## src/rtl/load_store_unit.sv

```systemverilog
// load_store_unit
// ---------------------------------------------------------------------------
// Sits between the execute stage and the data RAM. It turns RISC-V
// LB/LH/LW/LBU/LHU/SB/SH/SW requests into the RAM's one-hot write-enable and
// registered-read protocol. Load data is sign- or zero-extended here. The unit
// handles one request at a time.
//
// Parameters
//   MEM_BYTES        : RAM size in bytes. Any address >= MEM_BYTES faults.
//
// Ports
//   clk, rst         : clock and synchronous active-high reset
//   req_valid/ready  : request handshake. Ready is high only in IDLE with
//                      rst low.
//   req_we           : 1 = store, 0 = load
//   req_funct3       : access size/sign (000 B, 001 H, 010 W, 100 BU, 101 HU)
//   req_addr         : byte address
//   req_wdata        : store data, low-aligned
//   resp_valid       : one-cycle completion pulse
//   resp_rdata       : extended load data (0 for stores and faults)
//   resp_fault       : illegal, out-of-range or (optionally) misaligned access
//   mem_write_enable : one-hot to RAM (001 word, 010 half, 100 byte)
//   mem_addr         : address to RAM
//   mem_data_in      : write data to RAM, masked to the access width
//   mem_data_out     : registered read data from RAM, already shifted right
//                      by addr[1:0]
//
// Build option
//   LSU_MISALIGN_TRAP_EN : when defined, misaligned H/W accesses fault.
//                          When undefined, the address is silently aligned
//                          down.
// ---------------------------------------------------------------------------
module load_store_unit #(
  parameter int MEM_BYTES = 4096
) (
  input  logic        clk,
  input  logic        rst,
  input  logic        req_valid,
  output logic        req_ready,
  input  logic        req_we,
  input  logic [2:0]  req_funct3,
  input  logic [31:0] req_addr,
  input  logic [31:0] req_wdata,
  output logic        resp_valid,
  output logic [31:0] resp_rdata,
  output logic        resp_fault,
  output logic [2:0]  mem_write_enable,
  output logic [31:0] mem_addr,
  output logic [31:0] mem_data_in,
  input  logic [31:0] mem_data_out
);

  localparam logic [31:0] MEM_LIMIT = MEM_BYTES;

  localparam logic [2:0] WE_NONE = 3'b000;
  localparam logic [2:0] WE_WORD = 3'b001;
  localparam logic [2:0] WE_HALF = 3'b010;
  localparam logic [2:0] WE_BYTE = 3'b100;

  typedef enum logic [1:0] {
    S_IDLE    = 2'd0,
    S_ACCESS  = 2'd1,
    S_CAPTURE = 2'd2,
    S_RESP    = 2'd3
  } state_t;

  state_t state_q;
  state_t state_d;

  // Request fields kept for the later stages of the access.
  logic       we_p0;
  logic [2:0] funct3_p0;

  logic        accept;
  logic        funct3_ok;
  logic        store_illegal;
  logic        range_bad;
  logic        fault_now;
  logic [2:0]  size_code;
  logic [31:0] addr_eff;
`ifdef LSU_MISALIGN_TRAP_EN
  logic        misaligned;
`endif

  // Keep only the bytes that the write enable covers. Upper bits are 0.
  function automatic logic [31:0] mask_wdata(input logic [2:0] we,
                                             input logic [31:0] d);
    logic [31:0] r;
    case (we)
      WE_BYTE: r = {24'd0, d[7:0]};
      WE_HALF: r = {16'd0, d[15:0]};
      WE_WORD: r = d;
      default: r = 32'd0;
    endcase
    return r;
  endfunction

  // Sign- or zero-extend the RAM data. The RAM has already shifted the
  // addressed byte down to bit 0.
  function automatic logic [31:0] extend_load(input logic [2:0] f3,
                                              input logic [31:0] d);
    logic [31:0] r;
    case (f3)
      3'b000:  r = {{24{d[7]}}, d[7:0]};
      3'b100:  r = {24'd0, d[7:0]};
      3'b001:  r = {{16{d[15]}}, d[15:0]};
      3'b101:  r = {16'd0, d[15:0]};
      default: r = d;
    endcase
    return r;
  endfunction

  // Request decode. This logic drives only registers, so no req_* input
  // reaches an output combinationally.
  always_comb begin
    size_code = WE_NONE;
    funct3_ok = 1'b1;
    case (req_funct3)
      3'b000, 3'b100: size_code = WE_BYTE;
      3'b001, 3'b101: size_code = WE_HALF;
      3'b010:         size_code = WE_WORD;
      default:        funct3_ok = 1'b0;
    endcase

    // funct3 values 110 and 111 are already rejected above. The only
    // remaining illegal stores are the unsigned forms 100 and 101.
    store_illegal = req_we && req_funct3[2];
    range_bad     = (req_addr >= MEM_LIMIT);

    addr_eff = req_addr;
    if (size_code == WE_HALF) addr_eff[0]   = 1'b0;
    if (size_code == WE_WORD) addr_eff[1:0] = 2'b00;

`ifdef LSU_MISALIGN_TRAP_EN
    misaligned = ((size_code == WE_HALF) && req_addr[0]) ||
                 ((size_code == WE_WORD) && (req_addr[1:0] != 2'b00));
    fault_now  = !funct3_ok || store_illegal || range_bad || misaligned;
`else
    fault_now  = !funct3_ok || store_illegal || range_bad;
`endif
  end

  // State register
  always_ff @(posedge clk) begin
    if (rst) state_q <= S_IDLE;
    else     state_q <= state_d;
  end

  // Next-state logic
  always_comb begin
    state_d = state_q;
    case (state_q)
      S_IDLE:    if (accept) state_d = fault_now ? S_RESP : S_ACCESS;
      S_ACCESS:  state_d = we_p0 ? S_RESP : S_CAPTURE;
      S_CAPTURE: state_d = S_RESP;
      S_RESP:    state_d = S_IDLE;
      default:   state_d = S_IDLE;
    endcase
  end

  // Outputs decoded from the state register. Ready is also gated by rst, so
  // no request is accepted at an edge where reset is applied.
  always_comb begin
    req_ready  = (state_q == S_IDLE) && !rst;
    resp_valid = (state_q == S_RESP);
  end

  assign accept = req_valid && req_ready;

  // ---- stage p0: acceptance edge latches the request and drives the RAM ----
  // The RAM samples mem_write_enable at the edge that ends ACCESS. That edge
  // still writes even if it is also a reset edge, because the enable is
  // cleared only afterwards.
  always_ff @(posedge clk) begin
    if (rst) begin
      we_p0            <= 1'b0;
      funct3_p0        <= 3'b000;
      resp_fault       <= 1'b0;
      resp_rdata       <= 32'd0;
      mem_write_enable <= WE_NONE;
      mem_addr         <= 32'd0;
      mem_data_in      <= 32'd0;
    end else begin
      case (state_q)
        S_IDLE: begin
          if (accept) begin
            we_p0      <= req_we;
            funct3_p0  <= req_funct3;
            resp_fault <= fault_now;
            resp_rdata <= 32'd0;
            if (!fault_now) begin
              mem_addr <= addr_eff;
              if (req_we) begin
                mem_write_enable <= size_code;
                mem_data_in      <= mask_wdata(size_code, req_wdata);
              end
            end
          end
        end
        // ---- stage p1: ACCESS, the RAM writes or registers its read ----
        S_ACCESS: mem_write_enable <= WE_NONE;
        // ---- stage p2: CAPTURE, extend the registered RAM data ----
        S_CAPTURE: resp_rdata <= extend_load(funct3_p0, mem_data_out);
        S_RESP:    resp_fault <= 1'b0;
        default: ;
      endcase
    end
  end

endmodule

```

## config.mk

```make
export PLATFORM = sky130hd
export DESIGN_NAME = load_store_unit
export DESIGN_NICKNAME = d
export VERILOG_FILES = /design/src/rtl/load_store_unit.sv
export SDC_FILE = /design/constraint.sdc
export NUM_CORES = 1
export LEC_CHECK = 0
export CAP_MARGIN = 10
export CORE_UTILIZATION = 37
export DETAILED_ROUTE_END_ITERATION = 16
export PLACE_DENSITY = 0.77
export SYNTH_ARGS = -nofsm -noshare
export SYNTH_HDL_FRONTEND = slang
export SYNTH_SLANG_ARGS = --single-unit
export TNS_END_PERCENT = 50
```

## constraint.sdc

```tcl
create_clock -name clk -period 1.9 [get_ports clk]
set_clock_uncertainty 0.15 [all_clocks]
set_input_delay 0.38 -clock clk [delete_from_list [all_inputs] [get_ports clk]]
set_output_delay 0.38 -clock clk [all_outputs]
set_load 0.05 [all_outputs]
```

==> impl_results.md <==
- Initial Util: roughly 39%
- Worst min path class: reg -> reg
- Place WS: -0.525 ns
- Status: finished with violations
- Top post-synthesis cells by area: dfxtp_1 49%, o21ai_0 6.3%, a21oi_1 5.7%
- Ys flop type: dfxtp_1
- Failing checks: negative setup slack
- Dpl cells: approximately 830
- Clock Latency Late Sink: about 0.34 ns
- Final Net Count: ~840
- Worst Tran Pin Value: 0.377 ns
- Die X-Extent: about 110 um
- FF+latch count, synth: ~110
- H-tree depth: 3
- Number of fill cells: between 800 and 900
- Synth cell types: 40
- Post-route setup slack: -0.0865 ns
- DRC violations left: 0
- Adder-Cell Fraction of Synth Area: about 1.5%
- Pre-antenna DRT Iters: 6
- Total power: between 6 and 7 mW
- CP startpoint kind: register
- Syn avg cell area: 8.79 um2
- Critical Path Fanout Max: 7
- Remaining antenna violation count: 0
- Commonest cells in the netlist: 106 x dfxtp_1, 54 x o21ai_0, 49 x a21oi_1
- Top-count cell post-synth: dfxtp_1
- Global Route Usage Sum: around a quarter
- VDD IR max: around 0.64 mV
- CTS max path bufs: 2
- Bufs and invs on worst path: 3
- Area fraction in compound gates after synthesis: between 20% and 30%
- Clock transition at path regs: 0.07 ns
- Area grow syn2layout: 71.4%
- Mapped Cells: ~490
- Pleak: roughly 3.0 nW
- Rows: 38
- Final WL: 15400 um
- Die Ht: ~110 um
- Power per cell area: between 800 and 900 nW/um2
- Mux cell area share after synthesis: between 1 and 1.5%
- Max-Cap Viols: 0
- Family with the most delay on the worst path: simple AND/OR/NAND/NOR gates
- Crit. End Element: register
- Synth Area in XOR/XNOR: 0%
- Root cell of the clock tree: clkbuf_16
- Layout cells sized above 1: about a third
- RSZ-0062 raised after global routing: yes
- Global-route wire length before repair: around 22000 um
- Crit share post-route: 105%
- Largest net degree at the start of global routing: 76
- Drt via density: around 5.4
- Post-synth EDFFs: 0
- Setup TNS Final: -0.520 ns
- Vias in the first global route: ~4.6k
- PortBufs: between 200 and 250
- Worst path cell trace: inv_4, ha_4, and4b_2, nand4_4, buf_4, buf_12, or3_4, a21oi_2
- Fmax: between 500 and 600 MHz
- Finish-stage setup viols: 14
- Num CTS Buffers: 9
- Grt ovf: 0
- Asr flop ratio synth: 0%
- Simple-Gate Fraction of Synth Area: a little over a fifth
- Min cycle time layout: just under 2 ns
- Worst stage delay on the critical path: approximately 0.35 ns
- GP Congestion: 0.806
- Sequential fraction of the synthesis area: approximately half
- Yosys warns: 0
- Fin cells: a little under 900
- Setup CP Type: reg -> reg
- I/O pins: a little over 200
- Routed WL per cell: roughly 18 um
- Iter 0 DRT Violations: 304
- Synthesized Nets: between 500 and 600
- Slowest-stage cell, CP: dfxtp_4
- Crit path DAT: roughly 2.1 ns
- Total number of vias: between 4k and 5k
- Post-synth top area share: between 40% and 50%
- Initial antenna violation count: 1
- Synth Cell Area: approximately 4300 um2
- Die area: between 10000 and 15000 um2
- Biggest area consumer among synthesized cells: dfxtp_1
- Core area: 11100 um2
- Hold Vio Cnt, Final: 0
- Clock sinks: ~110
- Rel. slew slack: 74.8%
- WP data required: 2.02 ns
- CTS tree: done
- Detailed Place HPWL: between 9000 and 10000 um
- Combinational family with the most area after synthesis: simple AND/OR/NAND/NOR gates
- Fin. max-slew vios: 0
## registers in the layout, indices dropped and copies added, names as in the netlist
register          cells
funct3_p0             3
resp_rdata           32
mem_write_enable      3
we_p0                 1
resp_fault            1
state_q               2
mem_addr             32
mem_data_in          32
## metrics by stage
stage | cell area (um2) | hold WS, ns | utilization, %
after floorplan | 4320 | 0.287 | -
after global placement | 6500 | 0.295 | 58.7
after detailed placement | 6500 | 0.299 | 58.7
after CTS | 7130 | 0.305 | 64.4
after global routing | 7350 | 0.332 | 66.4
final | 7350 | 0.312 | 66.4
## worst register-to-register path, stage by stage, from the launching register on
cell and delay [ns]:
dfxtp_4 0.35, inv_4 0.06, ha_4 0.12, and4b_2 0.27
nand4_4 0.13, buf_4 0.18, buf_12 0.13, or3_4 0.34
a21oi_2 0.19
## repair_timing
item,CTS,global route
cloned,6,1
resized for setup,60,79
setup buffers,11,8
pin swaps,45,25
endpoints found under the setup margin,69,86
hold buffers,0,0
## power by group
| part | switching [mW] | total, mW | internal, mW |
|---|---|---|---|
| logic | 1.22 | 2.14 | 0.916 |
| registers | 0.0923 | 2.47 | 2.38 |
| clock network | 0.810 | 1.90 | 1.09 |
## metal layers
metal  GRT usage, %  up-vias  share of wire, %
met5              0        -                 0
met4           12.7        0               3.2
met3           4.98       42               6.1
met2           42.7      199                51
met1           27.3     2250                39
li1               -     2222                 -
## placed cells by master, fill, tap and decap left out, drive strengths merged, types with 2 or more instances in the layout
cell type      netlist  routed
clkdlybuf4s15        0       3
o2111ai              2       2
nor4                 5       5
dfxtp              106     106
a21boi               9       9
clkbuf              34      19
o21ai               55      55
nand2               46      46
nor2b               17      17
a22oi               16      16
ha                   5       5
a21oi               50      50
or3                 28      28
nand4               21      21
nand3                3       3
clkdlybuf4s50        0      79
inv                  6       7
o2bb2ai             16      16
dlymetal6s2s         0       4
and2                23      23
nor2                18      18
clkinv               0       2
mux2i                5       5
buf                 10     169
dlygate4sd2          0       9
## logic make-up (layout without fill, tap and decap cells)
family / count (synthesis) / after routing
buffers and inverters: 50 / 294
adders and majority gates: 5 / 5
AOI/OAI and AO/OA: 153 / 153
other: 0 / 1
and+or+nand+nor: 169 / 169
muxes: 5 / 5
DFF: 106 / 106
## layout make-up
| type | count | area, um2 | area share [%] |
|---|---|---|---|
| Inverter | 6 | 27.5 | 0.374 |
| Tap cell | 140 | 175 | 2.38 |
| Multi-Input combinational cell | 332 | 2200 | 29.9 |
| Clock buffer | 12 | 256 | 3.49 |
| Clock inverter | 4 | 48.8 | 0.664 |
| Timing Repair Buffer | 272 | 2510 | 34.2 |
| Sequential cell | 106 | 2130 | 28.9 |
| Antenna cell | 1 | 2.50 | 0.0340 |
## final timing paths
kind,start,end,slack [ns],cells past startpoint
min,mem_addr[12],mem_addr[12],0.31,1
min reg2reg,mem_addr[12],mem_addr[12],0.31,1
max,state_q[1],mem_data_in[1],-0.09,8
max reg2reg,state_q[1],mem_data_in[1],-0.09,8
No activity file was read; power rests on OpenSTA's default activity.
